## src/rtl/wave_display_pkg.sv

```systemverilog
// -----------------------------------------------------------------------------
// wave_display_pkg
// Shared constants, types and helpers for the waveform display pipeline.
//   WAVE_X_SEL   : x[10:9] value that selects the wave window (x 512..1023)
//   SAMPLE_MAX   : full-scale sample value; row = SAMPLE_MAX - sample
//   RGB_W        : packed {r,g,b} width
//   WIN_*        : bit positions used to decode the wave window
// -----------------------------------------------------------------------------
package wave_display_pkg;

  localparam int RGB_W  = 24;
  localparam int X_W    = 11;
  localparam int Y_W    = 10;
  localparam int COL_W  = 8;
  localparam int ADDR_W = COL_W + 1;

  localparam logic [1:0]       WAVE_X_SEL = 2'b01;
  localparam logic [COL_W-1:0] SAMPLE_MAX = 8'd255;

  // Window decode: x[WIN_X_MSB:WIN_X_LSB] == WAVE_X_SEL and y[WIN_Y_BIT] == 0.
  localparam int WIN_X_MSB = 10;
  localparam int WIN_X_LSB = 9;
  localparam int WIN_Y_BIT = 9;

  typedef logic [COL_W-1:0] row_t;

  // Pixel context carried alongside the RAM read so it lines up with read_value.
  // Only the bits the later stages consume are kept: the sample column x[8:1]
  // and the doubled-line row y[8:1].
  typedef struct packed {
    logic             valid;
    logic             in_window;
    logic [COL_W-1:0] col;
    row_t             line_row;
  } stage1_t;

  function automatic logic in_wave_window(input logic [X_W-1:0] px,
                                          input logic [Y_W-1:0] py);
    return (px[WIN_X_MSB:WIN_X_LSB] == WAVE_X_SEL) && !py[WIN_Y_BIT];
  endfunction

  // Larger samples are drawn higher on screen, i.e. on a smaller row.
  function automatic row_t sample_to_row(input logic [COL_W-1:0] sample);
    return SAMPLE_MAX - sample;
  endfunction

endpackage : wave_display_pkg

```

## src/rtl/wave_sample_history.sv

```systemverilog
// -----------------------------------------------------------------------------
// wave_sample_history
// Remembers the screen rows of the previous and current sample columns so the
// trace can be drawn as a vertical segment joining neighbouring samples.
//   clk, rst_n  : clock, asynchronous active-low reset
//   update      : stage-1 pixel is valid and inside the wave window
//   col         : sample column of the stage-1 pixel (x[8:1])
//   sample_row  : row of the sample returned by the RAM for that column
//   lo_row      : min(prev_row, curr_row) after this cycle's update
//   hi_row      : max(prev_row, curr_row) after this cycle's update
// -----------------------------------------------------------------------------
module wave_sample_history
  import wave_display_pkg::*;
(
  input  logic             clk,
  input  logic             rst_n,
  input  logic             update,
  input  logic [COL_W-1:0] col,
  input  row_t             sample_row,
  output row_t             lo_row,
  output row_t             hi_row
);

  row_t             prev_row;
  row_t             curr_row;
  row_t             prev_next;
  row_t             curr_next;
  logic [COL_W-1:0] last_col;

  // Column 0 restarts the segment on itself so nothing is drawn back to the
  // end of the previous line. Testing it before the column-change rule also
  // means the first pixel after reset (last_col already 0) is still captured.
  always_comb begin
    // NOTE: every always_comb output gets a default first so no path leaves
    // it unassigned; otherwise synthesis infers a latch to hold the old value.
    prev_next = prev_row;
    curr_next = curr_row;
    if (update) begin
      if (col == '0) begin
        prev_next = sample_row;
        curr_next = sample_row;
      end else if (col != last_col) begin
        prev_next = curr_row;
        curr_next = sample_row;
      end
    end
  end

  // The segment bounds use the freshly updated rows so the first pixel of a
  // new column already shows the segment ending at that column's sample.
  always_comb begin
    if (prev_next <= curr_next) begin
      lo_row = prev_next;
      hi_row = curr_next;
    end else begin
      lo_row = curr_next;
      hi_row = prev_next;
    end
  end

  always_ff @(posedge clk or negedge rst_n) begin
    if (!rst_n) begin
      // NOTE: sequential state is written with <= so every flop samples the
      // values from before the edge; = here would make order-dependent logic.
      prev_row <= '0;
      curr_row <= '0;
      last_col <= '0;
    end else begin
      prev_row <= prev_next;
      curr_row <= curr_next;
      if (update) begin
        last_col <= col;
      end
    end
  end

endmodule : wave_sample_history

```

## src/rtl/wave_display.sv

```systemverilog
// -----------------------------------------------------------------------------
// wave_display
// Renders the 256-sample waveform held in the capture stage's ping-pong RAM as
// a connected trace in the window x 512..1023, y 0..511 of the VGA raster.
// Each sample spans 2 columns and each row is 2 lines tall. Colour output has
// a fixed 2-cycle latency from x/y/valid.
//   clk, reset        : clock, asynchronous active-low reset
//   x, y, valid       : pixel coordinate from VGA timing, active-video flag
//   read_index        : RAM half released for display, latched at frame start
//   read_value        : RAM data, valid 1 cycle after read_address
//   read_address      : {display_index, x[8:1]}
//   valid_pixel       : valid delayed by 2 cycles, qualifies r/g/b
//   r, g, b           : pixel colour (0 outside the window or when not valid)
//   wave_display_idle : registered y[9]; lets the capture stage swap buffers
// -----------------------------------------------------------------------------
module wave_display
  import wave_display_pkg::*;
#(
  parameter logic [RGB_W-1:0] WAVE_COLOR = 24'hFFFFFF,
  parameter logic [RGB_W-1:0] BG_COLOR   = 24'h000000
) (
  input  logic              clk,
  input  logic              reset,
  input  logic [X_W-1:0]    x,
  input  logic [Y_W-1:0]    y,
  input  logic              valid,
  input  logic              read_index,
  input  logic [COL_W-1:0]  read_value,
  output logic [ADDR_W-1:0] read_address,
  output logic              valid_pixel,
  output logic [7:0]        r,
  output logic [7:0]        g,
  output logic [7:0]        b,
  output logic              wave_display_idle
);

  logic             display_index;
  logic             frame_start;
  stage1_t          s1_d;
  stage1_t          s1_q;
  row_t             sample_row;
  row_t             lo_row;
  row_t             hi_row;
  logic             draw;
  logic             lit;
  logic [RGB_W-1:0] pix_color;
  logic [RGB_W-1:0] rgb_q;

  // ---------------------------------------------------------------------------
  // Frame latch: the RAM half is chosen once per frame so a buffer swap by the
  // capture stage never tears the trace mid-frame.
  // ---------------------------------------------------------------------------
  assign frame_start = valid && (x == '0) && (y == '0);

  always_ff @(posedge clk or negedge reset) begin
    if (!reset) begin
      display_index <= 1'b0;
    end else if (frame_start) begin
      display_index <= read_index;
    end
  end

  // ---------------------------------------------------------------------------
  // Stage 0: RAM address straight from the pixel column.
  // ---------------------------------------------------------------------------
  assign read_address = {display_index, x[COL_W:1]};

  // ---------------------------------------------------------------------------
  // Stage 1: pixel context delayed to line up with read_value.
  // ---------------------------------------------------------------------------
  assign s1_d = '{
    valid:     valid,
    in_window: in_wave_window(x, y),
    col:       x[COL_W:1],
    line_row:  y[COL_W:1]
  };

  always_ff @(posedge clk or negedge reset) begin
    if (!reset) begin
      s1_q <= '0;
    end else begin
      s1_q <= s1_d;
    end
  end

  assign sample_row = sample_to_row(read_value);
  assign draw       = s1_q.valid && s1_q.in_window;

  wave_sample_history u_history (
    .clk        (clk),
    .rst_n      (reset),
    .update     (draw),
    .col        (s1_q.col),
    .sample_row (sample_row),
    .lo_row     (lo_row),
    .hi_row     (hi_row)
  );

  assign lit = draw && (s1_q.line_row >= lo_row) && (s1_q.line_row <= hi_row);

  always_comb begin
    pix_color = '0;
    if (draw) begin
      pix_color = lit ? WAVE_COLOR : BG_COLOR;
    end
  end

  // ---------------------------------------------------------------------------
  // Stage 2: registered colour output.
  // ---------------------------------------------------------------------------
  always_ff @(posedge clk or negedge reset) begin
    if (!reset) begin
      valid_pixel <= 1'b0;
      rgb_q       <= '0;
    end else begin
      valid_pixel <= s1_q.valid;
      rgb_q       <= pix_color;
    end
  end

  assign {r, g, b} = rgb_q;

  // Idle tracks the raster row only (not valid), so it stays high through the
  // lower half of the frame and vertical blanking.
  always_ff @(posedge clk or negedge reset) begin
    if (!reset) begin
      wave_display_idle <= 1'b0;
    end else begin
      wave_display_idle <= y[WIN_Y_BIT];
    end
  end

endmodule : wave_display
```

## config.mk

```make
export PLATFORM = sky130hd
export DESIGN_NAME = wave_display
export DESIGN_NICKNAME = d
export VERILOG_FILES = /design/src/rtl/wave_display_pkg.sv /design/src/rtl/wave_sample_history.sv /design/src/rtl/wave_display.sv
export SDC_FILE = /design/constraint.sdc
export NUM_CORES = 1
export LEC_CHECK = 0
export CAP_MARGIN = 10
export CORE_MARGIN = 2
export CORE_UTILIZATION = 52
export CTS_BUF_LIST = sky130_fd_sc_hd__clkbuf_8
export DETAILED_ROUTE_END_ITERATION = 10
export HOLD_SLACK_MARGIN = 0.06
export MAX_ROUTING_LAYER = met4
export PLACE_DENSITY = 0.8
export SKIP_CTS_REPAIR_TIMING = 1
export SLEW_MARGIN = 20
export SYNTH_ARGS = -nofsm -noshare
export SYNTH_HDL_FRONTEND = slang
export SYNTH_HIERARCHICAL = 1
export SYNTH_SLANG_ARGS = --single-unit
```

## constraint.sdc

```tcl
create_clock -name clk -period 4.5 [get_ports clk]
set_input_delay 0.675 -clock clk [delete_from_list [all_inputs] [get_ports clk]]
set_output_delay 0.675 -clock clk [all_outputs]
set_load 0.005 [all_outputs]
```

==> metrics.txt <==
synth cell count leaders dfrtp_1 (46), inv_1 (40), buf_4 (32), ha_1 (24), mux2i_1 (24); # diodes 0; Fin Setup TNS 0 ns; Reg-to-Reg Start s1_q[15]$_DFF_PN0_; drt via density 5.36; slowest cell delay on critical path 0.42 ns; Post-synth EDFFs 0; syn_area_per_cell 10.3 sq um; Netlist cell types 33; critical path data required time 4.71 ns; Inserted Clock Buffers 5; Peak VDD IR 213 uV; Core ar. 5470 sq um; Worst setup EP type flop; drc violations 0; Cells after Synth 284; layout cell share with drive strength beyond 1 14.3%; share of the synthesized area in the top cell type 39.3%; most numerous cell in the Yosys netlist dfrtp_1; Die Y 79.1 um; Row Count 27; GPL Wtd Cong 0.882; Placed Area 3500 sq um; Worst Path Arrival 4.40 ns; Comb pwr share 44.7%; Max Root-Sink Buffers 2; fraction of synthesis flops using an asynchronous set or reset pin 100%; CTS sink count 46; cell taking the most area after synthesis dfrtp_1; Setup CP Type flop to flop; mapped cell area 2930 sq um; pre-CTS WS 0.300 ns; f_max 238 MHz; Critical path origin s1_q[15]$_DFF_PN0_; vias in the first global route 2085; DR pass1 iterations 4; first-pass GRT wire length 10.1 mm; port buffer count 67; leakage power 1.70 nW; die width 79.1 um; initial antenna violation count 0; Yosys reg bits 46; HP Class input pin to async pin; post-synthesis sequential area ratio 39.3%; post-DR wirelength/cell 15.7 um; via count 2183; CTS tree yes; Pwr Total 1.51 mW; slowest cell on the critical path dfrtp_1; Setup-failing EPs final 0; total track usage 21.5%; fin crit share 93.2%; drt total wl 6.39 mm; Final #Nets 391; share of total power in the clock network 20.9%; Final WS setup 0.305 ns; HPWL after detailed placement 4.64 mm; Final min period 4.19 ns; main area contributors after synthesis dfrtp_1 (39%), ha_1 (10%), mux2i_1 (8.2%); Boundary Pins 68; clock slew at reported path FFs 0.09 ns; type of origin of the critical path flop; buffers plus inverters on the worst setup path 5; delay-heaviest family, CP simple AND/OR/NAND/NOR gates; total gr overflow 0; largest net degree at the start of global routing 47; Most used DFF post-synth dfrtp_1; Cell Count, Final, Fillers Out 407; worst-path maximum fanout 15; relative slew slack 60.2%; DIE AREA 6250 sq um; P_int 0.972 mW; Area Overhead vs Synth 26.7%; syn_nets 341; pwr dens 407 nW/um^2; max-slew violations 0; CTS Root Cell clkbuf_8; Synth warnings 6; Sw Ratio 35.7%; antenna-violating nets left 0; Seq pwr share 34.5%; initial core utilization 53.6%; Sw Pwr 0.540 mW; final hold slack 0.355 ns; # H-tree levels 2; Placed Cells 394; Final Util 67.9%; Fin. Hold Viols 0; design area 3710 sq um; Setup Skew 0.00625 ns; drt first-iter violations 113; critical-path cell list nor4_2, nand2_2, buf_4, buf_4, o2111a_1, nor3_2, inv_1, ha_1, a21oi_1, a21oi_1, o22ai_2, buf_4, mux2i_1, inv_1, ha_1, a21oi_1, o21ai_0, o21a_1, nor4b_1; Slew @ Worst Pin 0.596 ns; Max Cap Violations 0; status completed; Clk Latency, worst-skew pair 0.31 ns
[layout by cell type, fill, tap and decap left out, types with 2 or more instances in the layout]
cell type and count:
nor4_1 5, o21ai_0 3, nand2_1 13, dfrtp_1 46
buf_4 16, inv_1 40, mux2i_2 2, ha_1 24
nor2b_1 3, nor4_2 2, mux2_2 9, mux2i_1 22
clkdlybuf4s50_1 66, nand4_1 7, o2bb2ai_1 8, o2111a_1 8
clkbuf_8 5, nor3_2 6, xnor2_1 8, nor3_1 2
a21oi_1 11, and4_1 10, o211ai_1 2
[path summary, 6_finish.rpt]
path                                                endpoint  slack [ns]  cells past startpoint
min in group clk                       valid_pixel$_DFF_PN0_        0.39                      0
max                                      rgb_q[22]$_DFF_PN0_        0.31                     19
max reg2reg                              rgb_q[22]$_DFF_PN0_        0.31                     19
min                                        s1_q[8]$_DFF_PN0_        0.36                      1
min reg2reg                            valid_pixel$_DFF_PN0_        0.39                      0
max in group asynchronous  u_history/last_col[3]$_DFFE_PN0P_        3.76                      1
[logic make-up after synthesis]
kind of cell | after synthesis | synth area share (%)
adder cells (fa/ha/maj) | 24 | 10.2
buffers and inverters | 80 | 14.5
AO/OA/AOI/OAI | 37 | 10.2
multiplexers | 33 | 11.7
flip-flops | 46 | 39.3
AND/OR/NAND/NOR | 56 | 11.8
XOR/XNOR | 8 | 2.39
[registers in the layout, indices dropped and copies added, names as in the netlist]
name	cells
valid_pixel	1
u_history/last_col	8
u_history/curr_row	8
rgb_q	1
wave_display_idle	1
display_index	1
u_history/prev_row	8
s1_q	18
[power by group through the flow]
stage / clock, mW / combinational, mW / sequential [mW]
detailed placement: 0 / 0.647 / 0.525
global placement: 0 / 0.627 / 0.522
CTS: 0.321 / 0.658 / 0.518
floorplan: 0 / 0.470 / 0.513
finish: 0.316 / 0.675 / 0.521
global route: 0.343 / 0.764 / 0.528
[worst register-to-register path, cell delays in order (launching register included)]
cell and delay (ns):
dfrtp_1 0.42, nor4_2 0.35, nand2_2 0.20, buf_4 0.23
buf_4 0.16, o2111a_1 0.12, nor3_2 0.30, inv_1 0.11
ha_1 0.32, a21oi_1 0.13, a21oi_1 0.09, o22ai_2 0.19
buf_4 0.22, mux2i_1 0.25, inv_1 0.07, ha_1 0.29
a21oi_1 0.15, o21ai_0 0.11, o21a_1 0.12, nor4b_1 0.27
[per-layer routing]
metal | wire length, um | track usage [%]
met2 | 3140 | 32.3
met4 | 99 | 7.41
met5 | 0 | -
met1 | 2930 | 29.3
met3 | 223 | 4.32
[area by class of cell]
class	count	area, sq um
inverter	40	150
tap	72	90.1
sequential	46	1150
fill	443	1760
clock buffer	5	68.8
multi-input combinational	158	1410
timing repair buffer	83	801
clock inverter	3	43.8
Note: power is estimated with default switching activity, not from simulation.
